### src/rtl/lob_pkg.sv
// Shared limit-order-book definitions: side encoding, order word layout and the
// scanner state type.
package lob_pkg;

    localparam logic SIDE_BUY  = 1'b0;
    localparam logic SIDE_SELL = 1'b1;

    // Default order word layout: {id, qty, price}, price in the low bits.
    localparam int LOB_PRICE_W = 16;
    localparam int LOB_QTY_W   = 16;
    localparam int LOB_ORDER_W = 48;
    localparam int PRICE_LSB   = 0;
    localparam int QTY_LSB     = PRICE_LSB + LOB_PRICE_W;
    localparam int ID_LSB      = QTY_LSB + LOB_QTY_W;
    localparam int ID_W        = LOB_ORDER_W - ID_LSB;

    // An all-zero word is a free slot and also terminates the packed book.
    localparam logic [LOB_ORDER_W-1:0] EMPTY_ORDER = '0;

    typedef enum logic [1:0] {
        ST_IDLE = 2'd0,
        ST_SCAN = 2'd1,
        ST_DONE = 2'd2
    } scan_state_e;

endpackage

### src/rtl/best_limit_scanner_if.sv
// Request/result and book-RAM read port bundle for the best-limit scanner.
interface best_limit_scanner_if #(
    parameter int ADDR_W  = 12,
    parameter int PRICE_W = 16,
    parameter int QTY_W   = 16,
    parameter int ORDER_W = 48
);
    logic               start;
    logic               side;
    logic               abort;
    logic               buy_rd_en;
    logic               sell_rd_en;
    logic [ADDR_W-1:0]  rd_addr;
    logic [ORDER_W-1:0] buy_rd_data;
    logic [ORDER_W-1:0] sell_rd_data;
    logic               busy;
    logic               done;
    logic               empty;
    logic [PRICE_W-1:0] best_price;
    logic [QTY_W-1:0]   best_qty;
    logic [ADDR_W-1:0]  best_idx;
    logic [ADDR_W:0]    order_cnt;

    modport slave (
        input  start, side, abort, buy_rd_data, sell_rd_data,
        output buy_rd_en, sell_rd_en, rd_addr, busy, done, empty,
               best_price, best_qty, best_idx, order_cnt
    );

    modport master (
        output start, side, abort, buy_rd_data, sell_rd_data,
        input  buy_rd_en, sell_rd_en, rd_addr, busy, done, empty,
               best_price, best_qty, best_idx, order_cnt
    );
endinterface

### src/rtl/best_limit_accum.sv
// Best-price accumulator: strict-better replace, equal-price saturating qty add,
// live order count. Ties keep the first (lowest) index seen.
module best_limit_accum
    import lob_pkg::*;
#(
    parameter int PRICE_W = 16,
    parameter int QTY_W   = 16,
    parameter int ADDR_W  = 12
) (
    input  logic               clk,
    input  logic               rst,
    input  logic               clr_i,
    input  logic               upd_i,
    input  logic               side_i,
    input  logic [PRICE_W-1:0] price_i,
    input  logic [QTY_W-1:0]   qty_i,
    input  logic [ADDR_W-1:0]  idx_i,
    output logic [PRICE_W-1:0] best_price_o,
    output logic [QTY_W-1:0]   best_qty_o,
    output logic [ADDR_W-1:0]  best_idx_o,
    output logic [ADDR_W:0]    cnt_o
);

    logic [PRICE_W-1:0] price_q, price_d;
    logic [QTY_W-1:0]   qty_q, qty_d;
    logic [ADDR_W-1:0]  idx_q, idx_d;
    logic [ADDR_W:0]    cnt_q, cnt_d;
    logic               first, better, tie;
    logic [QTY_W:0]     sum;

    // First live word loads unconditionally, so the cleared register value never matters.
    assign first  = (cnt_q == '0);
    assign better = (side_i == SIDE_SELL) ? (price_i < price_q) : (price_i > price_q);
    assign tie    = (price_i == price_q);
    assign sum    = {1'b0, qty_q} + {1'b0, qty_i};

    always_comb begin
        price_d = price_q;
        qty_d   = qty_q;
        idx_d   = idx_q;
        cnt_d   = cnt_q;
        if (clr_i) begin
            price_d = '0;
            qty_d   = '0;
            idx_d   = '0;
            cnt_d   = '0;
        end else if (upd_i) begin
            cnt_d = cnt_q + 1'b1;
            if (first || better) begin
                price_d = price_i;
                qty_d   = qty_i;
                idx_d   = idx_i;
            end else if (tie) begin
                qty_d = sum[QTY_W] ? '1 : sum[QTY_W-1:0];
            end
        end
    end

    always_ff @(posedge clk or negedge rst) begin
        if (!rst) begin
            price_q <= '0;
            qty_q   <= '0;
            idx_q   <= '0;
            cnt_q   <= '0;
        end else begin
            price_q <= price_d;
            qty_q   <= qty_d;
            idx_q   <= idx_d;
            cnt_q   <= cnt_d;
        end
    end

    assign best_price_o = price_q;
    assign best_qty_o   = qty_q;
    assign best_idx_o   = idx_q;
    assign cnt_o        = cnt_q;

endmodule

### src/rtl/best_limit_scanner.sv
// Walks one side of the order book, one entry per clock, and reports best price,
// aggregate qty at that price, its lowest index and the live order count.
module best_limit_scanner
    import lob_pkg::*;
#(
    parameter int DEPTH   = 4096,
    parameter int ADDR_W  = 12,
    parameter int PRICE_W = 16,
    parameter int QTY_W   = 16,
    parameter int ORDER_W = 48
) (
    input  logic                 clk,
    input  logic                 rst,
    best_limit_scanner_if.slave  bus
);

    localparam logic [ADDR_W-1:0] LAST_IDX = ADDR_W'(DEPTH - 1);

    scan_state_e        state_q, state_d;
    logic               side_q, side_d;
    logic               rd_en_q, rd_en_d;
    logic [ADDR_W-1:0]  rd_addr_q, rd_addr_d;
    logic               dvld_q, dvld_d;
    logic [ADDR_W-1:0]  didx_q, didx_d;
    logic               busy_q, busy_d;
    logic               done_q, done_d;
    logic               empty_q, empty_d;
    logic               clr, upd;
    logic [ORDER_W-1:0] rd_word;
    logic               term;
    logic [ADDR_W:0]    cnt;

    assign rd_word = (side_q == SIDE_SELL) ? bus.sell_rd_data : bus.buy_rd_data;
    assign term    = (rd_word == ORDER_W'(EMPTY_ORDER));

    always_comb begin
        state_d   = state_q;
        side_d    = side_q;
        rd_en_d   = rd_en_q;
        rd_addr_d = rd_addr_q;
        busy_d    = busy_q;
        done_d    = 1'b0;
        empty_d   = empty_q;
        clr       = 1'b0;
        upd       = 1'b0;
        // dvld/didx track the read issued last cycle through the RAM's one-cycle latency.
        dvld_d    = rd_en_q;
        didx_d    = rd_addr_q;
        unique case (state_q)
            ST_IDLE: begin
                if (bus.start) begin
                    state_d   = ST_SCAN;
                    side_d    = bus.side;
                    rd_en_d   = 1'b1;
                    rd_addr_d = '0;
                    busy_d    = 1'b1;
                    empty_d   = 1'b0;
                    clr       = 1'b1;
                end
            end
            ST_SCAN: begin
                if (bus.abort) begin
                    state_d = ST_IDLE;
                    rd_en_d = 1'b0;
                    busy_d  = 1'b0;
                end else begin
                    if (rd_en_q) begin
                        if (rd_addr_q == LAST_IDX) rd_en_d = 1'b0;
                        else                       rd_addr_d = rd_addr_q + 1'b1;
                    end
                    if (dvld_q) begin
                        if (term) begin
                            state_d = ST_DONE;
                            rd_en_d = 1'b0;
                        end else begin
                            upd = 1'b1;
                            if (didx_q == LAST_IDX) state_d = ST_DONE;
                        end
                    end
                end
            end
            ST_DONE: begin
                // Reads still in flight past the terminator land here and are dropped.
                state_d = ST_IDLE;
                rd_en_d = 1'b0;
                busy_d  = 1'b0;
                done_d  = 1'b1;
                empty_d = (cnt == '0);
            end
            default: state_d = ST_IDLE;
        endcase
    end

    always_ff @(posedge clk or negedge rst) begin
        if (!rst) begin
            state_q   <= ST_IDLE;
            side_q    <= SIDE_BUY;
            rd_en_q   <= 1'b0;
            rd_addr_q <= '0;
            dvld_q    <= 1'b0;
            didx_q    <= '0;
            busy_q    <= 1'b0;
            done_q    <= 1'b0;
            empty_q   <= 1'b0;
        end else begin
            state_q   <= state_d;
            side_q    <= side_d;
            rd_en_q   <= rd_en_d;
            rd_addr_q <= rd_addr_d;
            dvld_q    <= dvld_d;
            didx_q    <= didx_d;
            busy_q    <= busy_d;
            done_q    <= done_d;
            empty_q   <= empty_d;
        end
    end

    best_limit_accum #(
        .PRICE_W (PRICE_W),
        .QTY_W   (QTY_W),
        .ADDR_W  (ADDR_W)
    ) u_accum (
        .clk          (clk),
        .rst          (rst),
        .clr_i        (clr),
        .upd_i        (upd),
        .side_i       (side_q),
        .price_i      (rd_word[PRICE_W-1:0]),
        .qty_i        (rd_word[PRICE_W +: QTY_W]),
        .idx_i        (didx_q),
        .best_price_o (bus.best_price),
        .best_qty_o   (bus.best_qty),
        .best_idx_o   (bus.best_idx),
        .cnt_o        (cnt)
    );

    assign bus.order_cnt  = cnt;
    assign bus.buy_rd_en  = rd_en_q & (side_q == SIDE_BUY);
    assign bus.sell_rd_en = rd_en_q & (side_q == SIDE_SELL);
    assign bus.rd_addr    = rd_addr_q;
    assign bus.busy       = busy_q;
    assign bus.done       = done_q;
    assign bus.empty      = empty_q;

endmodule
### src/flat_wrapper.sv
// flat-port wrapper written by rule: the top's interface ports become plain ports
module best_limit_scanner_flat import lob_pkg::*;
#(
    parameter int DEPTH   = 4096,
    parameter int ADDR_W  = 12,
    parameter int PRICE_W = 16,
    parameter int QTY_W   = 16,
    parameter int ORDER_W = 48
)
  (clk, rst, bus_start, bus_side, bus_abort, bus_buy_rd_data, bus_sell_rd_data, bus_buy_rd_en, bus_sell_rd_en, bus_rd_addr, bus_busy, bus_done, bus_empty, bus_best_price, bus_best_qty, bus_best_idx, bus_order_cnt);
  best_limit_scanner_if #(.ADDR_W(ADDR_W), .PRICE_W(PRICE_W), .QTY_W(QTY_W), .ORDER_W(ORDER_W)) bus_i ();
  input  logic clk;
  input  logic rst;
  input wire logic [$bits(bus_i.start)-1:0] bus_start;
  input wire logic [$bits(bus_i.side)-1:0] bus_side;
  input wire logic [$bits(bus_i.abort)-1:0] bus_abort;
  input wire logic [$bits(bus_i.buy_rd_data)-1:0] bus_buy_rd_data;
  input wire logic [$bits(bus_i.sell_rd_data)-1:0] bus_sell_rd_data;
  output wire logic [$bits(bus_i.buy_rd_en)-1:0] bus_buy_rd_en;
  output wire logic [$bits(bus_i.sell_rd_en)-1:0] bus_sell_rd_en;
  output wire logic [$bits(bus_i.rd_addr)-1:0] bus_rd_addr;
  output wire logic [$bits(bus_i.busy)-1:0] bus_busy;
  output wire logic [$bits(bus_i.done)-1:0] bus_done;
  output wire logic [$bits(bus_i.empty)-1:0] bus_empty;
  output wire logic [$bits(bus_i.best_price)-1:0] bus_best_price;
  output wire logic [$bits(bus_i.best_qty)-1:0] bus_best_qty;
  output wire logic [$bits(bus_i.best_idx)-1:0] bus_best_idx;
  output wire logic [$bits(bus_i.order_cnt)-1:0] bus_order_cnt;
  assign bus_i.start = bus_start;
  assign bus_i.side = bus_side;
  assign bus_i.abort = bus_abort;
  assign bus_i.buy_rd_data = bus_buy_rd_data;
  assign bus_i.sell_rd_data = bus_sell_rd_data;
  assign bus_buy_rd_en = bus_i.buy_rd_en;
  assign bus_sell_rd_en = bus_i.sell_rd_en;
  assign bus_rd_addr = bus_i.rd_addr;
  assign bus_busy = bus_i.busy;
  assign bus_done = bus_i.done;
  assign bus_empty = bus_i.empty;
  assign bus_best_price = bus_i.best_price;
  assign bus_best_qty = bus_i.best_qty;
  assign bus_best_idx = bus_i.best_idx;
  assign bus_order_cnt = bus_i.order_cnt;
  best_limit_scanner #(.DEPTH(DEPTH), .ADDR_W(ADDR_W), .PRICE_W(PRICE_W), .QTY_W(QTY_W), .ORDER_W(ORDER_W)) u_core (.clk(clk), .rst(rst), .bus(bus_i));
endmodule
### config.mk
export PLATFORM = sky130hd
export DESIGN_NAME = best_limit_scanner_flat
export DESIGN_NICKNAME = d
export VERILOG_FILES = /design/src/rtl/lob_pkg.sv /design/src/rtl/best_limit_scanner_if.sv /design/src/rtl/best_limit_accum.sv /design/src/rtl/best_limit_scanner.sv /design/src/flat_wrapper.sv
export SDC_FILE = /design/constraint.sdc
export NUM_CORES = 1
export LEC_CHECK = 0
export ABC_AREA = 0
export CORE_ASPECT_RATIO = 0.9
export CORE_MARGIN = 10
export CORE_UTILIZATION = 48
export CTS_CLUSTER_DIAMETER = 100
export DETAILED_ROUTE_END_ITERATION = 8
export PLACE_DENSITY = 0.82
export SLEW_MARGIN = 10
export SYNTH_ARGS = -nofsm -noshare
export SYNTH_HDL_FRONTEND = slang
export SYNTH_SLANG_ARGS = --single-unit
### constraint.sdc
create_clock -name clk -period 4.65 [get_ports clk]
set_clock_uncertainty 0.2 [all_clocks]
set_input_delay 1.395 -clock clk [delete_from_list [all_inputs] [get_ports clk]]
set_output_delay 1.395 -clock clk [all_outputs]
set_load 0.005 [all_outputs]
Word level (Yosys, flattened, before mapping)

Index checks and enable logic that the tools add are counted.
Widths: inputs -> output; s select.

Word-level logic and storage cells: 95
Register bits after elaboration: 89

Bitwise operators: 3
Reduce and logical (&&, ||, !) cells: 18
Equal/unequal tests: 12
Multiplexer cells: 44
Magnitude comparators: 2
Add/sub/neg operators: 3

Operator list:

| cell                  | count |
|---|---|
| $mux 16               | 8 |
| $mux 12               | 7 |
| $logic_not 48->1      | 1 |
| $mux 48               | 1 |
| $mux 13               | 2 |
| $eq 12x12->1 const B  | 2 |
| $pmux 12 s2           | 1 |
| $add 16x16->17        | 1 |
| $eq 16x16->1          | 1 |
| $gt 16x16->1          | 1 |
| $lt 16x16->1          | 1 |
| $mux 1                | 16 |
| $add 13x1->13 const B | 1 |
| $logic_not 13->1      | 1 |
| $add 12x1->12 const B | 1 |
| $mux 2                | 5 |
| $reduce_and 2->1      | 5 |
| $ne 2x2->1 const B    | 4 |
| $reduce_bool 2->1     | 4 |
| $pmux 1 s3            | 2 |
| $reduce_and 3->1      | 2 |
| $reduce_bool 3->1     | 2 |
| $reduce_and 5->1      | 1 |
| $ne 4x2->1 const B    | 1 |
| other kinds (10)      | 11 |

Depth between registers and ports, before layout

Gate-level depths: netlist of run 1.

Word-level depth: 8
Mapped depth: 15
Mapped depth without buffers: 10

Hierarchy

From an unflattened synthesis of run 1, not the netlist that was laid out.

Cells, all modules: 631
Area total of the unflattened synthesis: 5721.7 µm²

Modules (own cells, without submodules):

| module             | cells an instance | instances | area each (µm²) | sequential area each (µm²) |
|---|---|---|---|---|
| best_limit_accum   | 416               | 1         | 3658.5          | 1426.4 |
| best_limit_scanner | 215               | 1         | 2063.2          | 800.8 |

Worst setup path after synthesis of run 1

OpenSTA, ideal clock, no wires.

Path type: input to register
Start: in bus_sell_rd_data[14]
End: reg u_core.u_accum.idx_q[7] (netlist: u_core.u_accum.best_idx_o[7])
Required time: 4.329 ns
Arrival time: 3.849 ns
Stages: 12
Path slack: 0.480 ns
Path buffers: 3
Cells stage by stage: mux2_2 > ha_1 > nand4_1 > nor4_2 > a211o_1 > nor3_1 > a211o_1 > buf_2 > and3_1 > buf_6 > buf_6 > a22o_1

Longest elaborated chain between the ends: 8
Elaborated cells on any way between the ends: 13

Ends and longest elaborated chain:

| element                                              | line                     | source |
|---|---|---|
| start, declared                                      | flat_wrapper.sv:18       | `input wire logic [$bits(bus_i.sell_rd_data)-1:0] bus_sell_rd_data;` |
| $mux 48 (*)                                          | best_limit_scanner.sv:33 | `assign rd_word = (side_q == SIDE_SELL) ? bus.sell_rd_data : bus.buy_rd_data;` |
| branches (longest 6 deep; another with $gt 16x16->1) | --                       |  |
| $reduce_and 2->1 (no source line) (*)                | --                       |  |
| end signal, assigned                                 | best_limit_accum.sv:68   | `idx_q <= idx_d;` |
| end, declared                                        | best_limit_accum.sv:26   | `logic [ADDR_W-1:0] idx_q, idx_d;` |

Every way passes the cells marked *.
A chain may end at the register's enable or synchronous reset.

Final worst setup path of run 1

Start: in bus_sell_rd_data[13]
End: reg u_core.u_accum.price_q[5] (netlist: u_core.u_accum.best_price_o[5])

Longest elaborated chain between the ends: 8
Elaborated cells on any way between the ends: 13

Ends and longest elaborated chain:

| element                                              | line                     | source |
|---|---|---|
| $mux 48 (*)                                          | best_limit_scanner.sv:33 |  |
| branches (longest 6 deep; another with $gt 16x16->1) | --                       |  |
| $reduce_and 2->1 (no source line) (*)                | --                       |  |
| end signal, assigned                                 | best_limit_accum.sv:66   | `price_q <= price_d;` |
| end, declared                                        | best_limit_accum.sv:24   | `logic [PRICE_W-1:0] price_q, price_d;` |

Marks and branches as above.

==> results.json, run 1 <==
{
  "outcome": "finished clean",
  "dieArea_mm2": 0.0165,
  "numCtsBuffers": 9,
  "io_buffers": 174,
  "fmax_mhz": 231,
  "stdcell_count": 931,
  "start_kind": "primary input",
  "remaining_drc_errors": 0,
  "grt_max_degree": 87,
  "cts-htree-levels": 3,
  "drtIter0Drc": 418,
  "gp_congestion": 0.913,
  "cpPeakStageDelay_ns": 0.46,
  "final_util_pct": 69.4,
  "insertedDiodeCount": 0,
  "gr-usage-all-layers_pct": 21.4,
  "gr-total-overflow": 0,
  "io_pins": 175,
  "synth.yosys.seq_area_share_pct": 39.4,
  "powerDensity_mw_per_mm2": 516,
  "insertion_delay_ns": 0.34,
  "slowest_stage": "nor4_2",
  "r2r_slack_ns": 0.72,
  "tritoncts": "yes",
  "path_delay_family": "simple AND/OR/NAND/NOR gates",
  "dp_slack_ns": 0.00492,
  "area_delta_synth_final_pct": 40.9,
  "drv_cap": 0,
  "ys_ff_latch": 89,
  "rr_worst_depth": 11,
  "rr_endpoint": "u_core.u_accum.best_price_o[5]",
  "syn_nets": 730,
  "dp_hpwl_mm": 14.4,
  "die_height_um": 123,
  "slew_viol_final": 0,
  "fin_crit_sh_pct": 93.3,
  "synth.avg_cell_area_um2": 9.60,
  "synthDistinctLibCells": 63,
  "hold_viol": 0,
  "clk_pin_slew_worst_paths_ns": 0.06,
  "p_leak_nw": 3.36,
  "final_cell_mix": "clkdlybuf4s50_1, dfrtp_1, nor2_1, ha_1, nand2_1",
  "crit_arrival_ns": 4.36,
  "critical_path_buf_inv_count": 2,
  "postCtsSetupRepairBufs": 0,
  "cp.depth": 11,
  "whs_ns": 0.269,
  "netlist_area_mm2": 0.00566,
  "cpMostUsedCell": "a211o_1",
  "syn_inst": 589,
  "placementRows": 37,
  "tightest_slew_ns": 1.07,
  "grt_pass1_vias": 5515,
  "slew-limit-headroom_pct": 28.8,
  "synth_ff_type": "dfrtp_1",
  "nets": 912,
  "cp-endpoint": "u_core.u_accum.best_price_o[5]",
  "tns_ns": 0,
  "grt_pass1_wl_mm": 28.7,
  "dp_cells": 916,
  "clock-sinks": 89,
  "final_common_cell": "clkdlybuf4s50_1",
  "drive_above_1_share_pct": 9.68,
  "worstPathCellList": "clkdlybuf4s50_1 -> mux2_2 -> ha_1 -> nand4_1 -> nor4_2 -> a211o_1 -> nor3_1 -> a211o_1 -> and3_1 -> buf_12 -> a22o_1",
  "finalSetupViolCount": 0,
  "drtAntennaViolNets": 0,
  "required_ns": 4.68,
  "async_flop_share_pct": 100,
  "die_w_um": 134,
  "coreArea_mm2": 0.0115,
  "vias": 5395,
  "final.setup.worst_slack_ns": 0.313,
  "cts-root-buf": "clkbuf_16",
  "rsz0062_at_grt": "false",
  "critPathKind": "primary input to flip-flop",
  "endpoint_kind": "flip-flop",
  "cts_buffer_depth": 2,
  "cp_max_fo": 27,
  "antenna_found_initial": 0,
  "initial_core_util_pct": 49.3,
  "crit_start": "bus_sell_rd_data[13]",
  "ctsHoldBuffers": 0,
  "wirelength_mm": 18.3,
  "drt-wirelength-per-cell_um": 19.6,
  "nFillCells": 870,
  "vias_per_cell": 5.79,
  "reg2reg_from": "u_core.side_q",
  "ir_drop_mv": 0.305,
  "yosys_warnings": 0,
  "hold_class": "flip-flop to flip-flop",
  "post_cts_resized": 0,
  "first_pass_iters": 5,
  "min_period_ns": 4.34,
  "synth_edf_count": 0
}
-- cell type report --
| cell class | count | area, um2 | share of cell area [%] |
|---|---|---|---|
| clock buffers | 10 | 239 | 3.00 |
| multi-input cells | 446 | 3180 | 39.9 |
| inverters | 30 | 113 | 1.41 |
| repair buffers | 195 | 1950 | 24.4 |
| well taps | 156 | 195 | 2.45 |
| flip-flops and latches | 89 | 2230 | 28.0 |
| clock inverters | 5 | 63.8 | 0.801 |
-- sequential cells by signal (all words and copies together), names as in the netlist --
register and count:
u_core.u_accum.best_price_o 16, u_core.u_accum.best_qty_o 16, u_core.u_accum.cnt_o 13, u_core.bus.rd_addr 12
u_core.didx_q 12, u_core.u_accum.best_idx_o 12, u_core.state_q 2, u_core.bus.busy 1
u_core.bus.done 1, u_core.bus.empty 1, u_core.dvld_d 1, u_core.dvld_q 1
u_core.side_q 1
-- cell usage after synthesis (all sizes together) (2+ instances only) --
cell type	count	share of area, %
nor2	55	3.6
nor4b	2	0.31
ha	39	8.6
and2	5	0.55
o211a	2	0.35
o311ai	2	0.31
xor2	13	2.0
nor3	20	1.8
o31ai	18	2.4
and3	6	0.66
xnor2	13	2.0
a211o	3	0.46
nor4	23	2.7
nand2b	3	0.33
mux2i	2	0.35
a41oi	4	0.62
nand3	11	0.97
a211oi	6	0.88
inv	30	2.0
a22oi	2	0.27
dfrtp	89	39
buf	14	1.7
or3	5	0.55
o211ai	5	0.66
a21o	5	0.66
mux2	32	6.4
a31oi	4	0.44
a22o	28	4.3
nand2	37	2.5
o21ai	23	2.0
clkbuf	10	0.66
nor2b	4	0.44
a21boi	3	0.40
nand4	22	2.4
a21oi	26	2.5
o21bai	3	0.40
-- per-layer routing --
| layer | vias to the layer above | global-route usage, % | share of wire (%) |
|---|---|---|---|
| met1 | 2589 | 26.6 | 43 |
| met2 | 215 | 36.2 | 48 |
| met4 | 0 | 6.52 | 1.9 |
| met3 | 23 | 5.19 | 7.0 |
| met5 | - | 0 | 0 |
| li1 | 2568 | - | - |
-- report_power, final --
part / internal, W / leakage, nW / switching (W)
sequential: 0.000949 / 1.21 / 0.000227
combinational: 0.00109 / 1.99 / 0.00110
clock: 0.000434 / 0.151 / 0.000308
total: 0.00247 / 3.36 / 0.00164
-- stage by stage --
step	power, W	area [um2]
3_3_place_gp	0.00328	7660
2_1_floorplan	0.00245	5660
6_report	0.00411	7970
3_5_place_dp	0.00336	7660
4_1_cts	0.00411	7970
5_1_grt	0.00439	7970
-- worst reg2reg max path, stage by stage (launching register included) --
cell and delay (ns):
dfrtp_2 0.93, buf_4 0.34, mux2i_1 0.37, ha_1 0.22
inv_1 0.04, a21o_1 0.19, a211oi_1 0.34, a31oi_1 0.18
a211o_1 0.39, and3_1 0.26, buf_12 0.17, a22o_1 0.20
-- worst min-delay path by stage --
| stage | depth (start not counted) | endpoint | startpoint |
|---|---|---|---|
| after global routing | 0 | u_core.dvld_q | u_core.dvld_d |
| after floorplan | 0 | u_core.dvld_q | u_core.dvld_d |
| after CTS | 0 | u_core.didx_q[6] | u_core.bus.rd_addr[6] |
| final | 0 | u_core.didx_q[6] | u_core.bus.rd_addr[6] |
| after detailed placement | 0 | u_core.dvld_q | u_core.dvld_d |
| after global placement | 0 | u_core.dvld_q | u_core.dvld_d |
-- cell families (layout without fill, tap and decap cells) --
group / count (synthesis) / after routing / share of synthesized area [%]
simple gates: 200 / 200 / 17.9
mux: 34 / 34 / 6.72
fa+ha+maj: 40 / 40 / 8.98
flops: 89 / 89 / 39.4
xor+xnor: 26 / 26 / 4.03
compound gates: 146 / 146 / 18.7
buf+inv: 54 / 240 / 4.38
Power figures use the tool's default switching activity.
==> inputs of run 2 (changes only) <==
--- a/config.mk
+++ b/config.mk
@@ -9,10 +9,8 @@
 export CORE_ASPECT_RATIO = 0.9
 export CORE_MARGIN = 10
 export CORE_UTILIZATION = 48
-export CTS_CLUSTER_DIAMETER = 100
 export DETAILED_ROUTE_END_ITERATION = 8
 export PLACE_DENSITY = 0.82
-export SLEW_MARGIN = 10
 export SYNTH_ARGS = -nofsm -noshare
 export SYNTH_HDL_FRONTEND = slang
 export SYNTH_SLANG_ARGS = --single-unit
==> results of run 2 <==
The final DEF is identical to that of run 1; final timing and power are the same.
